===== src/rtl/rf_read_sequencer.sv =====
// rtl/rf_read_sequencer.sv - sequences two ID operand reads onto a single-port register RAM
module rf_read_sequencer #(
   parameter int DATA_WIDTH     = 32,
   parameter int REG_ADDR_WIDTH = 5
) (
   input  logic                      clk,
   input  logic                      rst,
   input  logic                      id_valid,
   input  logic                      id_read_en_1,
   input  logic                      id_read_en_2,
   input  logic [REG_ADDR_WIDTH-1:0] id_addr_1,
   input  logic [REG_ADDR_WIDTH-1:0] id_addr_2,
   output logic [DATA_WIDTH-1:0]     id_data_1,
   output logic [DATA_WIDTH-1:0]     id_data_2,
   output logic                      id_data_valid,
   output logic                      stall_req,
   output logic                      ram_read_en,
   output logic [REG_ADDR_WIDTH-1:0] ram_addr,
   input  logic [DATA_WIDTH-1:0]     ram_data,
   input  logic                      wb_write_en,
   input  logic [REG_ADDR_WIDTH-1:0] wb_write_addr,
   input  logic [DATA_WIDTH-1:0]     wb_write_data
);

   typedef enum logic [1:0] {IDLE, RD1, RD2, DONE} state_t;

   state_t                    state_q;
   state_t                    state_d;

   logic                      need_1;
   logic                      need_2;
   logic                      dup;
   logic                      wb_hit_1;
   logic                      wb_hit_2;
   logic                      cap_1;
   logic                      cap_2;
   logic                      busy;
   logic                      rd_en_c;
   logic [REG_ADDR_WIDTH-1:0] rd_addr_c;

   logic [DATA_WIDTH-1:0]     data_1_q;
   logic [DATA_WIDTH-1:0]     data_2_q;
   // Set once a writeback newer than the RAM read has been folded into the data register.
   logic                      byp_1_q;
   logic                      byp_2_q;

   // Register 0 and disabled ports never touch the RAM; both read as 0.
   assign need_1 = id_read_en_1 && (id_addr_1 != '0);
   assign need_2 = id_read_en_2 && (id_addr_2 != '0);
   assign dup    = need_1 && need_2 && (id_addr_1 == id_addr_2);

   // need_k already excludes address 0, so writes to r0 never bypass.
   assign wb_hit_1 = need_1 && wb_write_en && (wb_write_addr == id_addr_1);
   assign wb_hit_2 = need_2 && wb_write_en && (wb_write_addr == id_addr_2);

   // RAM data for a port arrives in the state after its issue cycle.
   assign cap_1 = (state_q == RD1);
   assign cap_2 = ((state_q == RD1) && dup) || (state_q == RD2);
   assign busy  = (state_q == RD1) || (state_q == RD2);

   // State register; reset and flushes both land in IDLE.
   always_ff @(posedge clk) begin
      if (rst) begin
         state_q <= IDLE;
      end else begin
         state_q <= state_d;
      end
   end

   // Next-state and RAM read issue; at most one read per cycle.
   always_comb begin
      state_d   = state_q;
      rd_en_c   = 1'b0;
      rd_addr_c = '0;
      case (state_q)
         IDLE: begin
            if (id_valid) begin
               if (need_1) begin
                  rd_en_c   = 1'b1;
                  rd_addr_c = id_addr_1;
                  state_d   = RD1;
               end else if (need_2) begin
                  rd_en_c   = 1'b1;
                  rd_addr_c = id_addr_2;
                  state_d   = RD2;
               end else begin
                  state_d = DONE;
               end
            end
         end
         RD1: begin
            if (!id_valid) begin
               state_d = IDLE;
            end else if (need_2 && !dup) begin
               rd_en_c   = 1'b1;
               rd_addr_c = id_addr_2;
               state_d   = RD2;
            end else begin
               state_d = DONE;
            end
         end
         RD2: begin
            if (!id_valid) begin
               state_d = IDLE;
            end else begin
               state_d = DONE;
            end
         end
         DONE: begin
            state_d = IDLE;
         end
         default: begin
            state_d = IDLE;
         end
      endcase
   end

   assign ram_read_en = rd_en_c && !rst;
   assign ram_addr    = ram_read_en ? rd_addr_c : '0;

   // Operand holding registers: cleared on accept, then RAM capture or writeback bypass.
   always_ff @(posedge clk) begin
      if (rst) begin
         data_1_q <= '0;
         data_2_q <= '0;
         byp_1_q  <= 1'b0;
         byp_2_q  <= 1'b0;
      end else if (state_q == IDLE) begin
         if (id_valid) begin
            data_1_q <= wb_hit_1 ? wb_write_data : '0;
            data_2_q <= wb_hit_2 ? wb_write_data : '0;
            byp_1_q  <= wb_hit_1;
            byp_2_q  <= wb_hit_2;
         end
      end else if (busy && id_valid) begin
         if (wb_hit_1) begin
            data_1_q <= wb_write_data;
            byp_1_q  <= 1'b1;
         end else if (cap_1 && !byp_1_q) begin
            data_1_q <= ram_data;
         end
         if (wb_hit_2) begin
            data_2_q <= wb_write_data;
            byp_2_q  <= 1'b1;
         end else if (cap_2 && !byp_2_q) begin
            data_2_q <= ram_data;
         end
      end
   end

   assign id_data_valid = !rst && id_valid && (state_q == DONE);
   assign stall_req     = !rst && id_valid && !id_data_valid;

   // A write landing in DONE is forwarded straight through to ID.
   assign id_data_1 = (state_q == IDLE)                ? '0 :
                      ((state_q == DONE) && wb_hit_1)  ? wb_write_data : data_1_q;
   assign id_data_2 = (state_q == IDLE)                ? '0 :
                      ((state_q == DONE) && wb_hit_2)  ? wb_write_data : data_2_q;

endmodule

===== config.mk =====
export PLATFORM = sky130hd
export DESIGN_NAME = rf_read_sequencer
export DESIGN_NICKNAME = d
export VERILOG_FILES = /design/src/rtl/rf_read_sequencer.sv
export SDC_FILE = /design/constraint.sdc
export NUM_CORES = 1
export LEC_CHECK = 0
export BUFFER_PORTS_ARGS = -buffer_cell sky130_fd_sc_hd__buf_2
export CORE_UTILIZATION = 45
export CTS_BUF_LIST = sky130_fd_sc_hd__clkbuf_16
export DETAILED_ROUTE_END_ITERATION = 6
export GPL_TIMING_DRIVEN = 0
export PLACE_DENSITY = 0.72
export RECOVER_POWER = 50
export SETUP_SLACK_MARGIN = 0.2
export SKIP_CTS_REPAIR_TIMING = 1
export SLEW_MARGIN = 15
export SYNTH_ARGS = -nofsm -noshare
export SYNTH_HDL_FRONTEND = slang
export SYNTH_SLANG_ARGS = --single-unit

===== constraint.sdc =====
create_clock -name clk -period 3.1 [get_ports clk]
set_clock_uncertainty 0.2 [all_clocks]
set_input_delay 0.465 -clock clk [delete_from_list [all_inputs] [get_ports clk]]
set_output_delay 0.465 -clock clk [all_outputs]
set_load 0.01 [all_outputs]

==> flow_summary.yaml <==
status:
  status: "complete, no violations"
route:
  via_count: 6175
  first_pass_iters: 5
  ant_nets: 0
  drc_errors: 0
  drt_iter0_drc: 579
  avgRoutedWirePerCell_microns: 19.3
  vias_per_cell: 6.31
  postRouteWirelength_microns: 18900
clock_tree:
  cts.sinks: 68
  htree_num_levels: 3
  clk_pin_slew_ns: 0.06
  cts_tree: "built"
  clkLatencyLatePin_ns: 0.34
  clock-root-buffer: "clkbuf_16"
  clock_path_buffers: 2
  cts-buffers-inserted: 9
sta:
  fmax_mhz: 332
  maxSlewViolCount: 0
  holdWs_ns: 0.238
  setup_ws_ns: 0.0911
  period_share_pct: 97.1
  tns_ns: 0
  rsz0062_at_grt: "yes"
  finalHoldViolCount: 0
  finalSetupViolations: 0
  worst_pin_slew_ns: 0.933
  slew_headroom_pct: 37.3
  min_period_ns: 3.01
setup_path:
  path_class: "in2out"
  critPathLaunchType: "input pin"
  crit_path_start: "id_addr_1[2]"
  critical_path_arrival_ns: 2.34
  reg2reg_slack_ns: 0.24
  end_kind: "primary output"
  reg2reg_from: "state_q[0]$_SDFFE_PP0P_"
  cp_max_fo: 6
  cp.required_ns: 2.43
grt:
  grt-ovfl-total: 0
  grt_pass1_wl_microns: 28600
  groute.usage.overall_pct: 31.6
  grt_max_degree: 13
  antenna_found_initial: 0
  grt_pass1_vias: 5444
layout:
  num_antenna_cells: 0
  num-nets-final: 922
  nFillCells: 979
  regArea_sq_um: 1360
  drive_gt1_share_pct: 34.5
  multiInputGateArea_sq_um: 3430
  final_common_cell: "buf_2"
  area_growth_pct: 33.5
  mostFrequentLayoutCells: "buf_2, a21oi_1, dfxtp_1"
  final_util_pct: 61.8
yosys:
  syn_area_sq_um: 5010
  synthArstFlopShare_pct: 0
  synth_cells: 654
  syn_nets: 743
  synth_edf_count: 0
  synth.ff_latch_count: 68
  ys_seq_area_share_pct: 27.1
  syn_avg_cell_area_sq_um: 7.67
  yosysWarnings: 0
  synth_cell_types: 47
  synth_ff_type: "dfxtp_1"
die:
  die_h_microns: 108
  dieArea_sq_um: 11600
  die-width_microns: 108
  start_util_pct: 46.3
  core_sq_um: 10800
  rows: 38
  ios: 157
min_path:
  hold_path_startpoint: "wb_write_data[26]"
  hold_path.class: "in2reg"
place:
  finalWeightedCongestion: 0.857
  dpl.hpwl_microns: 13300
  pre_cts_ws_ns: -0.306
  portBuffers: 153
power:
  leakage_uw: 0.00248
  power_density_nw_per_um2: 406
  peakVddDrop_mv: 0.312
run:
  max_cap_violations: 0
==> cell type report <==
| class | count | share of cell area (%) |
|---|---|---|
| tap | 140 | 2.62 |
| sequential | 68 | 20.3 |
| clock inverter | 7 | 1.38 |
| clock buffer | 9 | 3.36 |
| buffer | 75 | 6.30 |
| timing repair buffer | 168 | 14.3 |
| inverter | 7 | 0.392 |
| multi-input combinational | 504 | 51.3 |
==> registers in the layout (all words and copies together), names as in the netlist <==
signal and cells:
byp_2_q 1, state_q 2, data_2_q 32, byp_1_q 1, data_1_q 32
==> kinds of logic after synthesis <==
group | Yosys count | share of synthesized area [%]
mux | 64 | 13.6
xor+xnor | 15 | 2.62
compound gates | 222 | 28.8
buf+inv | 82 | 7.41
flops | 68 | 27.1
fa+ha+maj | 4 | 0.998
simple gates | 199 | 19.4
==> per-stage QoR <==
step,total power [uW],cell area (sq um),cells
6_report,2720,6700,978
3_3_place_gp,1550,5960,947
2_1_floorplan,1320,5010,654
5_1_grt,2800,6700,978
4_1_cts,2660,6270,963
3_5_place_dp,1560,5960,947
==> cells in the mapped netlist (2+ instances only) <==
master / number / area share (%)
buf_1: 5 / 0.37
o21ai_1: 32 / 3.2
a21oi_1: 103 / 10
mux2_2: 29 / 6.5
xnor2_1: 13 / 2.3
xor2_1: 2 / 0.35
dfxtp_1: 68 / 27
and4_1: 2 / 0.35
buf_6: 6 / 1.3
nand2_1: 69 / 5.2
ha_1: 4 / 1.0
mux2_1: 3 / 0.67
inv_1: 7 / 0.52
o211ai_1: 3 / 0.45
a32oi_1: 35 / 6.1
nor4_1: 2 / 0.25
nor3_1: 3 / 0.30
nor2_1: 44 / 3.3
buf_2: 12 / 1.2
o21ai_0: 3 / 0.30
o21a_1: 2 / 0.30
o31ai_1: 2 / 0.30
nand2b_1: 2 / 0.25
clkbuf_1: 51 / 3.8
mux2i_1: 32 / 6.4
nand4_1: 37 / 4.6
nor2b_1: 32 / 4.0
o311ai_0: 32 / 5.6
==> power by group <==
group          internal (uW)  switching [uW]  leakage, uW
registers                902            16.2     0.000549
logic                    230             450      0.00177
clock network            701             420     0.000153
total                   1830             887      0.00248
==> layer usage <==
metal / GRT usage [%] / wire [microns] / vias up
li1: - / - / 2794
met1: 41.7 / 7810 / 2914
met2: 50.3 / 8610 / 401
met3: 5.69 / 1810 / 66
met4: 13.6 / 624 / 0
met5: 0 / 0 / -
==> final timing paths <==
path / to / depth (start not counted)
worst max register to register: data_1_q[3]$_SDFFE_PP0P_ / 7
worst min register to register: data_1_q[17]$_SDFFE_PP0P_ / 2
worst min-delay path: data_1_q[26]$_SDFFE_PP0P_ / 3
worst max-delay path: ram_addr[3] / 7
==> critical path: stages <==
cell	delay [ns]
clkbuf_1	0.11
or4_4	0.58
o211ai_1	0.38
o21ai_1	0.14
a211o_1	0.40
a21oi_1	0.14
buf_2	0.14
No activity file was read; power rests on OpenSTA's default activity.
